$ cat config.mk
export PLATFORM = sky130hd
export DESIGN_NAME = turn_sequencer
export DESIGN_NICKNAME = d
export VERILOG_FILES = /design/src/rtl/turn_sequencer.sv
export SDC_FILE = /design/constraint.sdc
export NUM_CORES = 1
export LEC_CHECK = 0
export BUFFER_PORTS_ARGS = -buffer_cell sky130_fd_sc_hd__buf_2
export CORE_AREA = 2 2 67 69
export DETAILED_ROUTE_END_ITERATION = 16
export DIE_AREA = 0 0 69 71
export PLACE_DENSITY = 0.95
export SETUP_SLACK_MARGIN = 0.3
export SYNTH_ARGS = -nofsm -noshare
export SYNTH_HDL_FRONTEND = slang
export SYNTH_SLANG_ARGS = --single-unit
$ cat constraint.sdc
create_clock -name PCLK -period 2.65 [get_ports PCLK]
set_clock_uncertainty 0.1 [all_clocks]
set_input_delay 0.1325 -clock PCLK [delete_from_list [all_inputs] [get_ports PCLK]]
set_output_delay 0.1325 -clock PCLK [all_outputs]
set_load 0.005 [all_outputs]
$ cat src/rtl/turn_sequencer.sv
// turn_sequencer: two-player game sequencer for the scoreboard display.
//
// Detects rising edges on the debounced start/made/miss buttons and owns the game state:
// alternates turns, counts scores, runs a shot clock and declares the winner.
//
// Parameters:
//   WIN_SCORE   score that ends the game (1..15)
//   SHOT_TICKS  shot-clock reload value in ticks (1..31)
//   TICK_DIV    PCLK cycles per shot-clock tick (>= 2)
//
// Ports:
//   PCLK         clock
//   PRESET       synchronous active-high reset
//   start        button level; rising edge starts or clears a game
//   made         button level; rising edge scores for the current player
//   miss         button level; rising edge passes the turn
//   player1      player 1 score, zero-extended
//   player2      player 2 score, zero-extended
//   whichplayer  0 = player 1 shoots, 1 = player 2 shoots
//   winner       0 = none, 1 = player 1, 2 = player 2
//   shot_clock   remaining ticks, 0 outside PLAY
//   state        0 = IDLE, 1 = PLAY, 2 = WIN
//
// Build option: define SHOT_CLOCK_EN to include the shot clock and timeout. Without it the
// shot_clock output is tied to 0 and turns change only on made or miss.
module turn_sequencer #(
  parameter int unsigned WIN_SCORE  = 10,
  parameter int unsigned SHOT_TICKS = 24,
  parameter int unsigned TICK_DIV   = 25000000
) (
  input  logic        PCLK,
  input  logic        PRESET,
  input  logic        start,
  input  logic        made,
  input  logic        miss,
  output logic [31:0] player1,
  output logic [31:0] player2,
  output logic [31:0] whichplayer,
  output logic [31:0] winner,
  output logic [4:0]  shot_clock,
  output logic [1:0]  state
);

  localparam logic [1:0] StIdle = 2'd0;
  localparam logic [1:0] StPlay = 2'd1;
  localparam logic [1:0] StWin  = 2'd2;

  localparam logic [3:0] WinScore = 4'(WIN_SCORE);

  if ((WIN_SCORE < 1) || (WIN_SCORE > 15) || (SHOT_TICKS < 1) || (SHOT_TICKS > 31) ||
      (TICK_DIV < 2)) begin : g_bad_params
    $error("turn_sequencer: parameter out of legal range");
  end

  logic [1:0] state_q, state_d;
  logic [3:0] p1_q, p1_d;
  logic [3:0] p2_q, p2_d;
  logic       who_q, who_d;
  logic [1:0] win_q, win_d;

  // History flops reset to 1 so a button held through reset produces no edge.
  logic start_q, made_q, miss_q;
  logic start_rise, made_rise, miss_rise;

`ifdef SHOT_CLOCK_EN
  localparam int unsigned TickW      = $clog2(TICK_DIV);
  localparam logic [TickW-1:0] TickLast = TickW'(TICK_DIV - 1);
  localparam logic [4:0] ShotReload  = 5'(SHOT_TICKS);

  logic [4:0]       shot_q, shot_d;
  logic [TickW-1:0] tick_q, tick_d;
`endif

  logic turn_switch;
  logic clear_game;

  assign start_rise = start & ~start_q;
  assign made_rise  = made & ~made_q;
  assign miss_rise  = miss & ~miss_q;

  always_comb begin
    state_d     = state_q;
    p1_d        = p1_q;
    p2_d        = p2_q;
    who_d       = who_q;
    win_d       = win_q;
    turn_switch = 1'b0;
    clear_game  = 1'b0;
`ifdef SHOT_CLOCK_EN
    shot_d      = shot_q;
    tick_d      = tick_q;
`endif

    case (state_q)
      StIdle: begin
        if (start_rise) begin
          clear_game = 1'b1;
        end
      end
      StPlay: begin
        // Priority start > made > miss > timeout; only one event acts per cycle.
        if (start_rise) begin
          clear_game = 1'b1;
        end else if (made_rise) begin
          if (!who_q) begin
            p1_d = p1_q + 4'd1;
          end else begin
            p2_d = p2_q + 4'd1;
          end
          if (((who_q ? p2_q : p1_q) + 4'd1) == WinScore) begin
            // whichplayer is held so the display keeps showing the winning shooter.
            state_d = StWin;
            win_d   = who_q ? 2'd2 : 2'd1;
`ifdef SHOT_CLOCK_EN
            shot_d  = 5'd0;
            tick_d  = '0;
`endif
          end else begin
            turn_switch = 1'b1;
          end
        end else if (miss_rise) begin
          turn_switch = 1'b1;
        end else begin
`ifdef SHOT_CLOCK_EN
          if (tick_q == TickLast) begin
            tick_d = '0;
            if (shot_q > 5'd1) begin
              shot_d = shot_q - 5'd1;
            end else begin
              // Expiry is a miss; the display never shows 0 while in PLAY.
              turn_switch = 1'b1;
            end
          end else begin
            tick_d = tick_q + TickW'(1);
          end
`endif
        end
      end
      StWin: begin
        if (start_rise) begin
          state_d = StIdle;
          p1_d    = 4'd0;
          p2_d    = 4'd0;
          who_d   = 1'b0;
          win_d   = 2'd0;
`ifdef SHOT_CLOCK_EN
          shot_d  = 5'd0;
          tick_d  = '0;
`endif
        end
      end
      default: begin
        state_d = StIdle;
      end
    endcase

    if (clear_game) begin
      state_d = StPlay;
      p1_d    = 4'd0;
      p2_d    = 4'd0;
      who_d   = 1'b0;
      win_d   = 2'd0;
`ifdef SHOT_CLOCK_EN
      shot_d  = ShotReload;
      tick_d  = '0;
`endif
    end

    if (turn_switch) begin
      who_d  = ~who_q;
`ifdef SHOT_CLOCK_EN
      shot_d = ShotReload;
      tick_d = '0;
`endif
    end
  end

  always_ff @(posedge PCLK) begin
    if (PRESET) begin
      state_q <= StIdle;
      p1_q    <= 4'd0;
      p2_q    <= 4'd0;
      who_q   <= 1'b0;
      win_q   <= 2'd0;
      start_q <= 1'b1;
      made_q  <= 1'b1;
      miss_q  <= 1'b1;
`ifdef SHOT_CLOCK_EN
      shot_q  <= 5'd0;
      tick_q  <= '0;
`endif
    end else begin
      state_q <= state_d;
      p1_q    <= p1_d;
      p2_q    <= p2_d;
      who_q   <= who_d;
      win_q   <= win_d;
      start_q <= start;
      made_q  <= made;
      miss_q  <= miss;
`ifdef SHOT_CLOCK_EN
      shot_q  <= shot_d;
      tick_q  <= tick_d;
`endif
    end
  end

  assign player1     = {28'd0, p1_q};
  assign player2     = {28'd0, p2_q};
  assign whichplayer = {31'd0, who_q};
  assign winner      = {30'd0, win_q};
  assign state       = state_q;
`ifdef SHOT_CLOCK_EN
  assign shot_clock  = shot_q;
`else
  assign shot_clock  = 5'd0;
`endif

endmodule
# Word-level counts from Yosys, hierarchy flattened
# Index checks and enable logic that the tools add are counted.
[op_classes] n_addsub=3 n_mul=0 n_div=0 magnitude_cmp=0 eq_ne=14 shift=0 n_mux=32 bitwise=8 reduce_logical=12
[op_table] cell="$mux 4" n=8
[op_table] cell="$reduce_and 5->1" n=5
[op_table] cell="$mux 2" n=8
[op_table] cell="$pmux 4 s2" n=2
[op_table] cell="$ne 2x2->1 const B" n=7
[op_table] cell="$add 4x1->4 const B" n=3
[op_table] cell="$mux 1" n=12
[op_table] cell="$ne 3x3->1 const B" n=4
[op_table] cell="$pmux 2 s3" n=1
[op_table] cell="$reduce_bool 3->1" n=2
[op_table] cell="$not 1->1" n=5
[op_table] cell="$eq 4x4->1 const B" n=1
[op_table] cell="$pmux 2 s2" n=1
[op_table] cell="$reduce_or 2->1" n=2
[op_table] cell="$and 1x1->1" n=3
[op_table] cell="$eq 2x1->1 const B" n=1
[op_table] cell="$eq 2x2->1 const B" n=1
[op_table] cell="$logic_not 2->1" n=1
[op_table] cell="$reduce_and 2->1" n=1
[op_table] cell="$reduce_bool 2->1" n=1
[word_totals] regBits=16 latch_bits=0 ram_bits=0 rom_bits=0 output_inout_bits=135 elab_cells=78 mem_count=0

# Longest topological paths before layout
# Gate-level depths: netlist of run 1.
[logic_depth] word_depth=9 mapped_depth=4

# Least setup slack after synthesis of run 1
# OpenSTA, ideal clock, no wires.
[synth_path] path_kind="flip-flop to flip-flop" startpoint="reg state_q[0], in the netlist state[0]" endpoint="reg win_q[0]" arrival_ns=1.439 t_required_ns=2.429 path_slack_ns=0.990 path_stages_with_launch=4 period_less_slack_ns=1.660 path_cell_list="dfxtp_1 or2b_1 or4_4 mux2_4"
[synth_between] elab_chain_cells=4
[synth_lines] element="start, declared" line_no="55" source="logic [1:0] state_q, state_d;"
[synth_lines] element="start signal, assigned" line_no="180" source="state_q <= StIdle;"
[synth_lines] element="start signal, assigned" line_no="193" source="state_q <= state_d;"
[synth_lines] element="$eq 2x1->1 / $logic_not 2->1 (equally long branches)" line_no="94" source="case (state_q)"
[synth_lines] element="$reduce_or 2->1 (no line)"
[synth_lines] element="$mux 1"
[synth_lines] element="$reduce_or 2->1 (no line)"
[synth_lines] element="end signal, assigned" line_no="197" source="win_q <= win_d;"
[synth_lines] element="end, declared" line_no="59" source="logic [1:0] win_q, win_d;"
# Parallel ways exist; a longest one is shown, timed or not.
# A chain may end at the register's enable or synchronous reset.

# Worst setup path in the final report of run 1
[layout_path] startpoint="reg who_q" endpoint="reg win_q[0]"
[layout_between] elab_chain_cells=5
[layout_lines] element="start, declared" line_no="58" source="logic who_q, who_d;"
[layout_lines] element="start signal, assigned" line_no="196" source="who_q <= who_d;"
[layout_lines] element="$mux 4 / $mux 2 (equally long branches)" line_no="110, 113"
[layout_lines] element="$add 4x1->4 / $mux 2 (equally long branches)" line_no="110" source="if (((who_q ? p2_q : p1_q) + 4'd1) == WinScore) begin"
[layout_lines] element="$eq 4x4->1 / $mux 2 (equally long branches)" line_no="110, 104"
[layout_lines] element="$ne 2x2->1 (no line) / $mux 2 (equally long branches)"
[layout_lines] element="$reduce_and 5->1 (no line) / $pmux 2 s2 (equally long branches)"
# Parallel ways exist; a longest one is shown, timed or not. The select of a mux whose other input is x is not followed.

==> flow_metrics.tcl, run 1 <==
set metrics [dict create \
    top_layer "met4" \
    fin_area_mm2 0.00145 \
    slew_viol_final 0 \
    hold_path.class "in -> reg" \
    area_growth_pct -14.9 \
    dp_hpwl_um 1910 \
    slowest_delay_ps 470 \
    r2r.worst_path.cells 4 \
    fin_tns_setup_ps 0 \
    yosysSeqAreaShare 0.188 \
    fin_crit_sh 0.657 \
    startpoint_type "register" \
    critical_path_class "reg -> reg" \
    clock_sinks 16 \
    num_rows 24 \
    setup_viol 0 \
    p_leak_uw 0.000820 \
    wl_um 2240 \
    core_mm2 0.00420 \
    final_cell_mix "conb_1, buf_2, dfxtp_1" \
    die_w_um 69 \
    synthTopCellsByArea "buf_4, dfxtp_1, nor3b_1" \
    initial_core_util 0.404 \
    routedWlPerCell_um 8.02 \
    finalHoldViolCount 0 \
    drtAntennaViolNets 0 \
    syn_avg_cell_area_um2 8.21 \
    met3WireLength_um 306 \
    cts_buffers 3 \
    drive_gt1_frac 0.132 \
    cts.path.max_buffers 2 \
    finalWorstSetupSlack_ps 910 \
    rsz0062_at_grt "no" \
    drt-initial-drc-count 13 \
    place_area_mm2 0.00138 \
    p_per_area_mw_per_mm2 366 \
    ir_worst_vdd_v 0.000130 \
    first_pass_iters 4 \
    final_common_cell "conb_1" \
    period_needed_ps 1740 \
    clock-root-buffer "clkbuf_8" \
    grt_pass1_wl_um 3120 \
    outcome "complete, no violations" \
    nNetsFinal 235 \
    synth_top_cell_by_area "buf_4" \
    dr_wl_met2_um 1140 \
    end_kind "register" \
    overflow 0 \
    drc 0 \
    final_cells 279 \
    diodes 0 \
    ys_types 32 \
    path_clk_slew_ps 60 \
    die_height_um 71 \
    numPortBuffers 17 \
    min_to "start_q" \
    multi_input_area_um2 900 \
    dieArea_mm2 0.00490 \
    r2r-start "who_q" \
    grt_pass1_vias 709 \
    r2r_setup_slack_ps 910 \
    cts.repair.resized 0 \
    cp_data_arrival_time_ps 1780 \
    num_vias 974 \
    cap_violations 0 \
    drt-vias-per-instance 3.49 \
    crit_fanout 9 \
    insertion_delay_ps 250 \
    timing.fmax_ghz 0.575 \
    hold_start "start" \
    worstHoldPathCells 2 \
    crit_start "who_q" \
    worst_pin_slew_ps 518 \
    path_cells "nand4b_1 -> a2bb2oi_1 -> or4_4 -> mux2_4" \
    io_pins 140 \
    gp_congestion 0.770 \
    critPathTopFamily "simple AND/OR/NAND/NOR gates" \
    fillers 469 \
    crit_slowest_cell "dfxtp_1" \
    tritoncts "built" \
    place_inst 274 \
    crit_buf_inv 0 \
    antenna_found_initial 0 \
    cts_htree_levels 1 \
    synth_area_mm2 0.00170 \
    synth_top_cell_area_share 0.543 \
    slew_headroom 0.653 \
    pre_cts_ws_ps 915 \
    seqCellArea_um2 320 \
    grtUsageTotal 0.0795 \
    r2r_end "win_q[0]" \
    met1_length_um 765 \
    required_ps 2690 \
    netlist_instances 207 \
    yosys_warnings 0 \
    synth-seq-cells 16 \
    grt_max_degree 10 \
]
[through the flow]
stage / hold slack (ps) / power, µW / utilization
6_report: 8.74 / 530 / 0.344
5_1_grt: 23.5 / 558 / 0.344
4_1_cts: 5.29 / 533 / 0.344
3_5_place_dp: 246 / 315 / 0.329
3_3_place_gp: 236 / 314 / 0.329
2_1_floorplan: 105 / 436 / -
[timing repair]
action                                 4_1_cts  5_1_grt
setup buffers                                0        0
hold buffers                                 1        0
setup endpoints to repair                    0        0
endpoints found under the hold margin        1        0
[worst max-delay path by stage]
stage                     slack [ps]  endpoint  cells after the start
final                            910  win_q[0]                      4
after floorplan                  990  win_q[0]                      3
after global placement           950  win_q[1]                      4
after CTS                        900  win_q[0]                      4
after global routing             820  win_q[1]                      4
after detailed placement         910  win_q[0]                      4
[cell type report]
type,count,area share
Tap cell,52,0.0450
Clock buffer,4,0.0381
Inverter,3,0.00779
Sequential cell,16,0.221
Multi-Input combinational cell,186,0.622
Timing Repair Buffer,18,0.0657
[where the power goes]
part	total, µW	internal, µW	switching, µW
Clock	215	132	82.9
Combinational	67.5	12.4	55.1
Sequential	247	244	3.04
Total	530	389	141
[cells in the mapped netlist]
| cell type | instances |
|---|---|
| mux2_4 | 2 |
| inv_1 | 3 |
| and2b_1 | 2 |
| ha_1 | 2 |
| mux2i_1 | 2 |
| or4_4 | 1 |
| nor2_1 | 3 |
| o21bai_1 | 1 |
| xor2_1 | 2 |
| or2b_1 | 1 |
| nor2b_1 | 2 |
| a21o_1 | 1 |
| nor3b_1 | 5 |
| dfxtp_1 | 16 |
| o2111ai_1 | 1 |
| o21ai_0 | 6 |
| and4bb_2 | 1 |
| a31oi_1 | 2 |
| a2bb2oi_1 | 1 |
| or3_1 | 4 |
| and3b_1 | 1 |
| nand2b_1 | 2 |
| conb_1 | 1 |
| buf_4 | 123 |
| nand4b_1 | 1 |
| or2_2 | 4 |
| nand2_1 | 4 |
| nor3_1 | 1 |
| nand3_1 | 3 |
| or3b_2 | 1 |
| a21oi_1 | 7 |
| a211oi_1 | 1 |
[kinds of logic after synthesis]
group	after synthesis	synth area share
buf+inv	126	0.550
mux	4	0.0294
compound gates	20	0.0692
other cells	1	0.00221
xor+xnor	2	0.0103
simple gates	36	0.136
flops	16	0.188
fa+ha+maj	2	0.0147
[registers in the layout (all words and copies together) (netlist names)]
signal and flops:
state 2, miss_q 1, who_q 1, p1_q 4, made_q 1, start_q 1
win_q 2, p2_q 4
[worst reg2reg max path, delay by kind of cell (launching register included)]
kind	cells	cell delay (ps)
and+or+nand+nor	2	590
AOI/OAI and AO/OA	1	160
DFF	1	470
muxes	1	310
[metal layers]
metal  vias up  global-route usage
met3         2              0.0313
met4         0              0.0414
met1       427              0.0825
met5         -                   0
li1        468                   -
met2        77               0.139
No activity file was read; power rests on OpenSTA's default activity.
==> run 2: changes to the inputs <==
Settings changed: CORE_AREA 2 2 67 69 to 2 2 72 74, DIE_AREA 0 0 69 71 to 0 0 74 76, PLACE_DENSITY 0.95 to 0.88.
Clock period 2.65 ns to 1.45 ns, I/O delays scaled along.
==> flow_metrics.tcl, run 2 (synthesis results as in run 1) <==
set metrics [dict create \
    num_rows 26 \
    r2r_end "win_q[1]" \
    insertion_delay_ps 260 \
    clkPwrFrac 0.393 \
    drc 0 \
    grt_pass1_vias 884 \
    drtAntennaViolNets 0 \
    rsz0062_at_grt "yes" \
    drt-vias-per-instance 3.51 \
    core_mm2 0.00491 \
    drive_gt1_frac 0.301 \
    crit_fanout 3 \
    area_growth_pct 7.51 \
    first_pass_iters 4 \
    p_per_area_mw_per_mm2 564 \
    required_ps 1500 \
    outcome "finished with violations" \
    cts_buffers 3 \
    dieArea_mm2 0.00562 \
    path_clk_slew_ps 70 \
    hold_path.class "in -> reg" \
    die_w_um 74 \
    net-switching-power_uw 289 \
    end_kind "register" \
    tritoncts "built" \
    r2r_setup_slack_ps -170 \
    fillers 505 \
    antenna_found_initial 0 \
    final_cell_mix "conb_1, buf_4, buf_2" \
    die_height_um 76 \
    startpoint_type "register" \
    reg.largest.list "p1_q x4, p2_q x4" \
    pre_cts_ws_ps -165 \
    slew_viol_final 0 \
    violations "negative setup slack" \
    drt-initial-drc-count 35 \
    routedWlPerCell_um 9.28 \
    diodes 0 \
    p_leak_uw 0.000987 \
    r2r.worst_path.cells 4 \
    combPwrFrac 0.170 \
    cap_violations 0 \
    dp_hpwl_um 2220 \
    timing.fmax_ghz 0.616 \
    gp_congestion 0.806 \
    initial_core_util 0.346 \
    clock_sinks 16 \
    grt_pass1_wl_um 3900 \
    fin_tns_setup_ps -1050 \
    netSwitchingFraction 0.280 \
    p_int_uw 742 \
    cp_data_arrival_time_ps 1680 \
    endpoint "win_q[1]" \
    finalHoldViolCount 0 \
    wl_um 3030 \
    grt_max_degree 10 \
    numPortBuffers 17 \
    num_vias 1144 \
    finalWorstSetupSlack_ps -175 \
    r2r-start "p2_q[1]" \
    cts_htree_levels 1 \
    ir_worst_vdd_v 0.000245 \
    period_needed_ps 1620 \
    crit_start "p2_q[1]" \
    overflow 0 \
    fin_crit_sh 1.12 \
    grtUsageTotal 0.0903 \
    critical_path_class "reg -> reg" \
    final_common_cell "conb_1" \
    io_pins 140 \
    worstHoldPathCells 2 \
    p_seq_frac 0.438 \
    setup_viol 9 \
    clock-root-buffer "clkbuf_8" \
    cts.path.max_buffers 2 \
    nNetsFinal 264 \
]
==> run 2: cell count changes in the layout (fill, tap and decap cells not counted), sizes merged <==
cell | before | now
buf | 17 | 43
dlygate4sd3 | 1 | 4
==> run 2: metal layers <==
metal  GRT usage  up-vias  share of wire
met5           0        -              0
met4      0.0491        0          0.017
met3      0.0384        5           0.12
met2       0.154       78           0.53
met1      0.0903      535           0.34
li1            -      526              -
==> run 2: timing repair <==
| item | CTS | global route |
|---|---|---|
| cloned | 0 | 0 |
| hold buffers | 4 | 0 |
| buffers inserted | 2 | 2 |
| gates resized for setup | 7 | 11 |
| pin swaps | 2 | 10 |
| hold endpoints to repair | 4 | 0 |
| setup endpoints to repair | 13 | 14 |
==> run 2: layout make-up <==
type | instances | area [µm²] | area share
Multi-Input combinational cell | 186 | 1000 | 0.547
Timing Repair Buffer | 47 | 348 | 0.190
Sequential cell | 16 | 327 | 0.179
Tap cell | 70 | 87.6 | 0.0479
Clock buffer | 4 | 55.1 | 0.0301
Inverter | 3 | 11.3 | 0.00616
==> run 2: worst min-delay path by stage <==
stage,startpoint,to
5_1_grt,PRESET,miss_q
6_report,PRESET,miss_q
2_1_floorplan,PRESET,state[0]
3_3_place_gp,miss,miss_q
3_5_place_dp,miss,miss_q
4_1_cts,PRESET,made_q
==> run 2: critical path: stages, from the launching register on <==
cell       delay (ps)
dfxtp_2           310
nand4b_1          190
a2bb2oi_2         170
or4_4             450
mux2_4            310
==> run 2: stage by stage <==
stage,hold slack [ps],utilization,cell area (µm²),std cells,power [µW]
2_1_floorplan,37.8,-,2200,328,802
3_3_place_gp,175,0.329,1620,314,593
3_5_place_dp,185,0.329,1620,314,596
4_1_cts,2.27,0.358,1760,324,1020
5_1_grt,16.2,0.372,1830,326,1080
6_report,12.8,0.372,1830,326,1030
==> run 2: power groups by stage <==
| stage | Sequential (µW) | Combinational, µW | Clock, µW |
|---|---|---|---|
| final | 451 | 175 | 405 |
| after global routing | 451 | 201 | 431 |
| after CTS | 450 | 152 | 416 |
| after detailed placement | 461 | 135 | 0 |
| after global placement | 460 | 133 | 0 |
| after floorplan | 461 | 341 | 0 |
